## config.mk

```make
export PLATFORM = sky130hd
export DESIGN_NAME = instruction_dispatcher_flat
export DESIGN_NICKNAME = d
export VERILOG_FILES = /design/src/rtl/instruction_dispatcher_if.sv /design/src/rtl/instruction_dispatcher.sv /design/src/flat_wrapper.sv
export SDC_FILE = /design/constraint.sdc
export NUM_CORES = 1
export LEC_CHECK = 0
export BUFFER_PORTS_ARGS = -buffer_cell sky130_fd_sc_hd__buf_2
export CAP_MARGIN = 20
export CORE_MARGIN = 2
export CORE_UTILIZATION = 50
export CTS_CLUSTER_SIZE = 28
export DETAILED_ROUTE_END_ITERATION = 6
export PLACE_DENSITY_LB_ADDON = 0.05
export SLEW_MARGIN = 20
export SYNTH_ARGS = -nofsm -noshare
export SYNTH_HDL_FRONTEND = slang
export SYNTH_SLANG_ARGS = --single-unit
```

## constraint.sdc

```tcl
create_clock -name clock -period 3.7 [get_ports clock]
set_input_delay 0.37 -clock clock [delete_from_list [all_inputs] [get_ports clock]]
set_output_delay 0.37 -clock clock [all_outputs]
set_load 0.01 [all_outputs]
```

## src/rtl/instruction_dispatcher_if.sv

```systemverilog
// Bundle of upstream instruction, memory-control and status signals of the dispatcher.
// The master modport is the environment side, the slave modport is the dispatcher.
interface instruction_dispatcher_if;
    logic [31:0] instr_data;
    logic        instr_valid;
    logic        instr_ready;

    logic [2:0]  mc_operation;
    logic [16:0] mc_addr_base;
    logic [7:0]  mc_color;
    logic [2:0]  mc_zoom;
    logic        mc_enable;
    logic        mc_done;

    logic        busy;
    logic [4:0]  fifo_count;
    logic        error;
    logic [1:0]  error_code;
    logic        error_clear;

    modport master (
        output instr_data,
        output instr_valid,
        input  instr_ready,
        input  mc_operation,
        input  mc_addr_base,
        input  mc_color,
        input  mc_zoom,
        input  mc_enable,
        output mc_done,
        input  busy,
        input  fifo_count,
        input  error,
        input  error_code,
        output error_clear
    );

    modport slave (
        input  instr_data,
        input  instr_valid,
        output instr_ready,
        output mc_operation,
        output mc_addr_base,
        output mc_color,
        output mc_zoom,
        output mc_enable,
        input  mc_done,
        output busy,
        output fifo_count,
        output error,
        output error_code,
        input  error_clear
    );
endinterface

```

## src/rtl/instruction_dispatcher.sv

```systemverilog
// Instruction FIFO feeding a decode/issue FSM that hands one drawing command at a time
// to the memory controller, with range/opcode checks and a sticky error report.
module instruction_dispatcher #(
    parameter int unsigned FIFO_DEPTH  = 4,
    parameter int unsigned ADDR_LIMIT  = 76800,
    parameter int unsigned ACK_TIMEOUT = 8
) (
    input logic                     clock,
    input logic                     reset_n,
    instruction_dispatcher_if.slave bus_io
);

    localparam int unsigned PtrW = $clog2(FIFO_DEPTH);
    localparam int unsigned CntW = $clog2(ACK_TIMEOUT + 1);

    localparam logic [2:0] OpNop = 3'b000;
    localparam logic [2:0] OpRd  = 3'b001;
    localparam logic [2:0] OpWr  = 3'b010;
    localparam logic [2:0] OpIll = 3'b111;

    localparam logic [1:0] ErrNone    = 2'b00;
    localparam logic [1:0] ErrOpcode  = 2'b01;
    localparam logic [1:0] ErrAddr    = 2'b10;
    localparam logic [1:0] ErrTimeout = 2'b11;

    typedef enum logic [2:0] {
        StIdle,
        StDecode,
        StIssue,
        StAck,
        StRun
    } state_e;

    // ---------------------------------------------------------------- FIFO
    // Bit 31 is reserved and never stored.
    logic [30:0]     fifo_mem_q [FIFO_DEPTH];
    logic [PtrW-1:0] wr_ptr_q, wr_ptr_d;
    logic [PtrW-1:0] rd_ptr_q, rd_ptr_d;
    logic [4:0]      count_q, count_d;
    logic            fifo_ready;
    logic            push;
    logic            pop;
    logic            unused_reserved;

    assign unused_reserved = bus_io.instr_data[31];
    assign fifo_ready      = (count_q < 5'(FIFO_DEPTH));
    assign push            = bus_io.instr_valid && fifo_ready;

    always_comb begin
        wr_ptr_d = wr_ptr_q;
        rd_ptr_d = rd_ptr_q;
        count_d  = count_q;
        if (push) begin
            wr_ptr_d = wr_ptr_q + 1'b1;
        end
        if (pop) begin
            rd_ptr_d = rd_ptr_q + 1'b1;
        end
        unique case ({push, pop})
            2'b10:   count_d = count_q + 5'd1;
            2'b01:   count_d = count_q - 5'd1;
            default: count_d = count_q;
        endcase
    end

    always_ff @(posedge clock) begin
        if (push) begin
            fifo_mem_q[wr_ptr_q] <= bus_io.instr_data[30:0];
        end
    end

    // ---------------------------------------------------------------- FSM
    state_e          state_q, state_d;
    logic [30:0]     instr_q, instr_d;
    logic [2:0]      mc_op_q, mc_op_d;
    logic [16:0]     mc_addr_q, mc_addr_d;
    logic [7:0]      mc_color_q, mc_color_d;
    logic [2:0]      mc_zoom_q, mc_zoom_d;
    logic [CntW-1:0] ack_cnt_q, ack_cnt_d;
    logic            error_q, error_d;
    logic [1:0]      error_code_q, error_code_d;
    logic            mc_enable;
    logic            set_err;
    logic [1:0]      new_code;

    logic [2:0]  instr_op;
    logic [16:0] instr_addr;
    logic [7:0]  instr_color;
    logic [2:0]  instr_zoom;
    logic        addr_bad;

    assign instr_op    = instr_q[2:0];
    assign instr_addr  = instr_q[19:3];
    assign instr_color = instr_q[27:20];
    assign instr_zoom  = instr_q[30:28];
    // Only plain reads/writes are range-checked; algorithms may use the field freely.
    assign addr_bad    = ((instr_op == OpRd) || (instr_op == OpWr)) &&
                         ({15'd0, instr_addr} >= ADDR_LIMIT);

    always_comb begin
        state_d    = state_q;
        instr_d    = instr_q;
        mc_op_d    = mc_op_q;
        mc_addr_d  = mc_addr_q;
        mc_color_d = mc_color_q;
        mc_zoom_d  = mc_zoom_q;
        ack_cnt_d  = ack_cnt_q;
        pop        = 1'b0;
        mc_enable  = 1'b0;
        set_err    = 1'b0;
        new_code   = ErrNone;

        unique case (state_q)
            StIdle: begin
                if ((count_q != 5'd0) && bus_io.mc_done) begin
                    pop     = 1'b1;
                    instr_d = fifo_mem_q[rd_ptr_q];
                    state_d = StDecode;
                end
            end
            StDecode: begin
                state_d = StIdle;
                if (instr_op == OpNop) begin
                    state_d = StIdle;
                end else if (instr_op == OpIll) begin
                    set_err  = 1'b1;
                    new_code = ErrOpcode;
                end else if (addr_bad) begin
                    set_err  = 1'b1;
                    new_code = ErrAddr;
                end else begin
                    mc_op_d    = instr_op;
                    mc_addr_d  = instr_addr;
                    mc_color_d = instr_color;
                    mc_zoom_d  = instr_zoom;
                    state_d    = StIssue;
                end
            end
            StIssue: begin
                mc_enable = 1'b1;
                ack_cnt_d = '0;
                state_d   = StAck;
            end
            StAck: begin
                if (!bus_io.mc_done) begin
                    state_d = StRun;
                end else begin
                    ack_cnt_d = ack_cnt_q + 1'b1;
                    if (ack_cnt_d == CntW'(ACK_TIMEOUT)) begin
                        set_err  = 1'b1;
                        new_code = ErrTimeout;
                        state_d  = StIdle;
                    end
                end
            end
            StRun: begin
                if (bus_io.mc_done) begin
                    state_d = StIdle;
                end
            end
            default: state_d = StIdle;
        endcase
    end

    // A fresh error takes priority over a clear arriving in the same cycle.
    always_comb begin
        error_d      = error_q;
        error_code_d = error_code_q;
        if (set_err) begin
            error_d      = 1'b1;
            error_code_d = new_code;
        end else if (bus_io.error_clear) begin
            error_d      = 1'b0;
            error_code_d = ErrNone;
        end
    end

    always_ff @(posedge clock or negedge reset_n) begin
        if (!reset_n) begin
            state_q      <= StIdle;
            wr_ptr_q     <= '0;
            rd_ptr_q     <= '0;
            count_q      <= '0;
            instr_q      <= '0;
            mc_op_q      <= '0;
            mc_addr_q    <= '0;
            mc_color_q   <= '0;
            mc_zoom_q    <= '0;
            ack_cnt_q    <= '0;
            error_q      <= 1'b0;
            error_code_q <= ErrNone;
        end else begin
            state_q      <= state_d;
            wr_ptr_q     <= wr_ptr_d;
            rd_ptr_q     <= rd_ptr_d;
            count_q      <= count_d;
            instr_q      <= instr_d;
            mc_op_q      <= mc_op_d;
            mc_addr_q    <= mc_addr_d;
            mc_color_q   <= mc_color_d;
            mc_zoom_q    <= mc_zoom_d;
            ack_cnt_q    <= ack_cnt_d;
            error_q      <= error_d;
            error_code_q <= error_code_d;
        end
    end

    // ---------------------------------------------------------------- outputs
    assign bus_io.instr_ready  = fifo_ready;
    assign bus_io.mc_operation = mc_op_q;
    assign bus_io.mc_addr_base = mc_addr_q;
    assign bus_io.mc_color     = mc_color_q;
    assign bus_io.mc_zoom      = mc_zoom_q;
    assign bus_io.mc_enable    = mc_enable;
    assign bus_io.busy         = (state_q != StIdle) || (count_q != 5'd0);
    assign bus_io.fifo_count   = count_q;
    assign bus_io.error        = error_q;
    assign bus_io.error_code   = error_code_q;

    // ---------------------------------------------------------------- checks
    a_enable_single: assert property (@(posedge clock) disable iff (!reset_n)
        bus_io.mc_enable |=> !bus_io.mc_enable);
    a_count_bound: assert property (@(posedge clock) disable iff (!reset_n)
        count_q <= 5'(FIFO_DEPTH));
    a_run_stable: assert property (@(posedge clock) disable iff (!reset_n)
        (state_q == StRun) |=> $stable({mc_op_q, mc_addr_q, mc_color_q, mc_zoom_q}));

endmodule

```

## src/flat_wrapper.sv

```systemverilog
// flat-port wrapper written by rule: the top's interface ports become plain ports
module instruction_dispatcher_flat 
#(
    parameter int unsigned FIFO_DEPTH  = 4,
    parameter int unsigned ADDR_LIMIT  = 76800,
    parameter int unsigned ACK_TIMEOUT = 8
)
  (clock, reset_n, bus_io_instr_data, bus_io_instr_valid, bus_io_instr_ready, bus_io_mc_operation, bus_io_mc_addr_base, bus_io_mc_color, bus_io_mc_zoom, bus_io_mc_enable, bus_io_mc_done, bus_io_busy, bus_io_fifo_count, bus_io_error, bus_io_error_code, bus_io_error_clear);
  instruction_dispatcher_if bus_io_i ();
  input logic clock;
  input logic reset_n;
  input wire logic [$bits(bus_io_i.instr_data)-1:0] bus_io_instr_data;
  input wire logic [$bits(bus_io_i.instr_valid)-1:0] bus_io_instr_valid;
  output wire logic [$bits(bus_io_i.instr_ready)-1:0] bus_io_instr_ready;
  output wire logic [$bits(bus_io_i.mc_operation)-1:0] bus_io_mc_operation;
  output wire logic [$bits(bus_io_i.mc_addr_base)-1:0] bus_io_mc_addr_base;
  output wire logic [$bits(bus_io_i.mc_color)-1:0] bus_io_mc_color;
  output wire logic [$bits(bus_io_i.mc_zoom)-1:0] bus_io_mc_zoom;
  output wire logic [$bits(bus_io_i.mc_enable)-1:0] bus_io_mc_enable;
  input wire logic [$bits(bus_io_i.mc_done)-1:0] bus_io_mc_done;
  output wire logic [$bits(bus_io_i.busy)-1:0] bus_io_busy;
  output wire logic [$bits(bus_io_i.fifo_count)-1:0] bus_io_fifo_count;
  output wire logic [$bits(bus_io_i.error)-1:0] bus_io_error;
  output wire logic [$bits(bus_io_i.error_code)-1:0] bus_io_error_code;
  input wire logic [$bits(bus_io_i.error_clear)-1:0] bus_io_error_clear;
  assign bus_io_i.instr_data = bus_io_instr_data;
  assign bus_io_i.instr_valid = bus_io_instr_valid;
  assign bus_io_instr_ready = bus_io_i.instr_ready;
  assign bus_io_mc_operation = bus_io_i.mc_operation;
  assign bus_io_mc_addr_base = bus_io_i.mc_addr_base;
  assign bus_io_mc_color = bus_io_i.mc_color;
  assign bus_io_mc_zoom = bus_io_i.mc_zoom;
  assign bus_io_mc_enable = bus_io_i.mc_enable;
  assign bus_io_i.mc_done = bus_io_mc_done;
  assign bus_io_busy = bus_io_i.busy;
  assign bus_io_fifo_count = bus_io_i.fifo_count;
  assign bus_io_error = bus_io_i.error;
  assign bus_io_error_code = bus_io_i.error_code;
  assign bus_io_i.error_clear = bus_io_error_clear;
  instruction_dispatcher #(.FIFO_DEPTH(FIFO_DEPTH), .ADDR_LIMIT(ADDR_LIMIT), .ACK_TIMEOUT(ACK_TIMEOUT)) u_core (.clock(clock), .reset_n(reset_n), .bus_io(bus_io_i));
endmodule
```

==> reports/metrics.csv <==
stage;metric;value;unit
cts;CTS tree;built;
timing;Post-Route Setup TNS;0;ns
layout;Design Area, Final;9340;um2
timing;final slew viol count;0;
timing;Setup Skew;0.00921;ns
global_route;global route overflow;0;
placement;DP Worst Slack;0.870;ns
floorplanning;width of the die;131;um
yosys;sequential area share after synthesis;0.718;
yosys;Yosys top cell area share;0.465;
timing;# setup viols final;0;
layout;layout cell share with drive strength beyond 1;0.413;
worst_setup_path;delay-heaviest family, CP;compound AO/OA/AOI/OAI gates;
floorplanning;I/O pin count;79;
timing;Slew headroom;0.377;
placement;port bufs;77;
layout;diodes inserted;0;
timing;final worst slack;0.865;ns
yosys;synth unique cells;48;
route;DRC;0;
floorplanning;core area;15800;um2
power_and_ir_drop;Static Leakage;3.54;nW
cts;# clock sinks;205;
layout;fill count;1254;
worst_setup_path;CP Capture Type;register;
run;Max-Cap Viols;0;
global_route;first-pass GRT wire length;22.3;mm
worst_setup_path;max incr delay on CP;0.59;ns
timing;Max Freq;353;MHz
yosys;cell taking the most area after synthesis;edfxtp_1;
floorplanning;Starting Density;0.508;
worst_setup_path;crit path DAT;3.19;ns
timing;unrepaired setup endpoints after global routing;false;
worst_hold_path;HP Class;in2reg;
worst_setup_path;worst path bufs/invs;0;
yosys;Synth area leaders;edfxtp_1, dfrtp_1, mux4_2;
placement;DP Area;8620;um2
timing;Final Cycle Share;0.766;
route;Antenna Nets Post-Route;0;
route;drt first pass iters;4;
layout;Nets;560;
cts;Root Driver;clkbuf_16;
layout;synthesis-to-finish area growth;16.6;%
yosys;Mapped Avg Cell Area;19.1;um2
floorplanning;FP Rows;46;
yosys;FF+latch count, synth;205;
yosys;net count after synthesis;467;
worst_setup_path;CP required;4.05;ns
power_and_ir_drop;Power Density;833;nW/um2
yosys;number of flops mapped to enable cells by yosys;124;
power_and_ir_drop;Max IR drop VDD;0.508;mV
global_route;vias in the first global route;4183;
timing;Final Hold Violating Endpoints;0;
timing;worst slew pin tran;0.935;ns
cts;Clk Latency, worst-skew pair;0.50;ns
floorplanning;Die H;131;um
yosys;Synth Cell Area;8010;um2
timing;hold_ws;0.0787;ns
cts;Hold-fix buffers, CTS;1;
route;routed len/inst;18.9;um
yosys;Mapped Cells;419;
worst_setup_path;Critical Path, Cell by Cell;or4b_4, a21oi_4, ha_1, ha_1, nor2b_1, o21a_1, o311ai_0, o311ai_0;
route;Detailed Route Iter0 Violations;189;
worst_setup_path;Crit Path Category;reg2reg;
cts;CTS Buffer Depth;3;
cts;H-tree level count;1;
floorplanning;Die ar.;17100;um2
yosys;top_reg_cell synth;edfxtp_1;
route;DR vias;3946;
route;Via density;5.30;
global_route;GRT Total Usage;0.174;
cts;Num CTS Buffers;23;
global_route;initial antenna violation count;1;
cts;Clock transition at path regs;0.06;ns
cts;Post-CTS Setup Repair Bufs;0;
yosys;asr flop ratio synth;0.395;
route;routed wire length;14.1;mm
worst_setup_path;critical path peak fanout;10;
placement;hpwl dp;8.22;mm
worst_setup_path;Worst setup SP type;register;
placement;GP Congestion;0.741;
cts;PostCTS Resize Cnt;0;
worst_setup_path;critical path's slowest cell;or4b_4;
power_and_ir_drop;Design Power;0.00778;W
yosys;Synth warnings;0;
status;status;finished, final reports clean;
timing;post-layout min period;2.83;ns
global_route;largest net degree at the start of global routing;54;
-- through the flow --
stage	util	std cells
final	0.592	744
after detailed placement	0.547	702
after floorplan	-	419
after global placement	0.547	702
after CTS	0.592	744
after global routing	0.592	744
-- registers in the layout, indices dropped and copies added (netlist names) --
register                    count
u_core.ack_cnt_q                4
u_core.bus_io.error             1
u_core.bus_io.error_code        2
u_core.bus_io.fifo_count        5
u_core.bus_io.mc_addr_base     17
u_core.bus_io.mc_color          8
u_core.bus_io.mc_operation      3
u_core.bus_io.mc_zoom           3
u_core.fifo_mem_q             124
u_core.instr_q                 31
u_core.rd_ptr_q                 2
u_core.state_q                  3
u_core.wr_ptr_q                 2
-- power by group --
group / internal, W / switching, W / total [W] / leakage [nW]
Sequential: 0.00305 / 0.000446 / 0.00349 / 2.10
Combinational: 0.00121 / 0.000984 / 0.00219 / 1.10
Clock: 0.00123 / 0.000873 / 0.00210 / 0.344
-- worst register-to-register path: stages, from the launching register on --
cell,delay [ns]
dfrtp_1,0.48
or4b_4,0.59
a21oi_4,0.13
ha_1,0.33
ha_1,0.32
nor2b_1,0.16
o21a_1,0.20
o311ai_0,0.31
o311ai_0,0.18
-- cell families (layout without fill, tap and decap cells) --
kind of cell	count (synthesis)	count (layout)	synth area share
buffers and inverters	24	133	0.0183
DFF	205	205	0.718
xor gates and xnor gates	9	9	0.00984
adders and majority gates	11	11	0.0181
AOI/OAI and AO/OA	32	32	0.0289
and+or+nand+nor	45	45	0.0328
muxes	93	93	0.174
-- final cells by class --
cell class,count,area (um2),area share
tap,216,270,0.0289
clock inverter,13,113,0.0121
inverter,8,30.0,0.00321
multi-input combinational,190,2130,0.228
sequential,205,5750,0.616
clock buffer,28,594,0.0636
timing repair buffer,84,455,0.0488
-- path summary, 6_finish.rpt --
kind,from,slack [ns],depth (start not counted),to
max,u_core.state_q[1],0.87,8,u_core.bus_io.fifo_count[4]
min,bus_io_instr_data[23],0.08,1,u_core.fifo_mem_q[1][23]
max reg2reg,u_core.state_q[1],0.87,8,u_core.bus_io.fifo_count[4]
min reg2reg,u_core.bus_io.mc_zoom[2],0.49,1,u_core.bus_io.mc_zoom[2]
max in group asynchronous,reset_n,2.36,3,u_core.bus_io.fifo_count[4]
min in group asynchronous,reset_n,0.47,2,u_core.bus_io.mc_addr_base[1]
-- Yosys cell counts, types with 3 or more instances --
master    instances
mux2_2           59
mux4_2           31
buf_2             3
nand3_1           3
buf_6             7
xnor2_1           5
inv_1             8
mux2_1            3
ha_1             10
nor2_1            5
edfxtp_1        124
o21ai_0          10
nand2_1          15
dfrtp_1          81
clkbuf_1          6
xor2_1            4
a21oi_1           3
and3_1            4
-- layer usage --
metal	up-vias	part of all wire	global-route usage
li1	1828	-	-
met1	2030	0.44	0.234
met2	65	0.51	0.297
met3	21	0.036	0.0358
met4	2	0.015	0.0382
met5	-	0.00092	0
-- placed cells by master, fill, tap and decap left out, types with 2 or more instances in the layout --
master      synthesis  layout
xnor2_1             5       5
buf_2               3      76
buf_4               0       6
a211o_1             2       2
ha_1               10      10
o221ai_1            2       2
a21oi_1             3       3
inv_1               8       8
nand2_1            15      15
nand3b_1            2       2
nand3_1             3       3
a211oi_1            2       2
mux4_2             31      31
o311ai_0            2       2
nor3_1              2       2
clkinv_1            0       3
clkbuf_1            6       5
clkinvlp_4          0       2
nor2_1              5       5
or3_1               2       2
clkinv_2            0       5
dfrtp_2             0       2
o21ai_0            10      10
dfrtp_1            81      79
clkbuf_16           0      23
mux2_1              3       3
mux2_2             59      59
xor2_1              4       4
and3_2              0       4
edfxtp_1          124     124
Note: power is estimated with default switching activity, not from simulation.
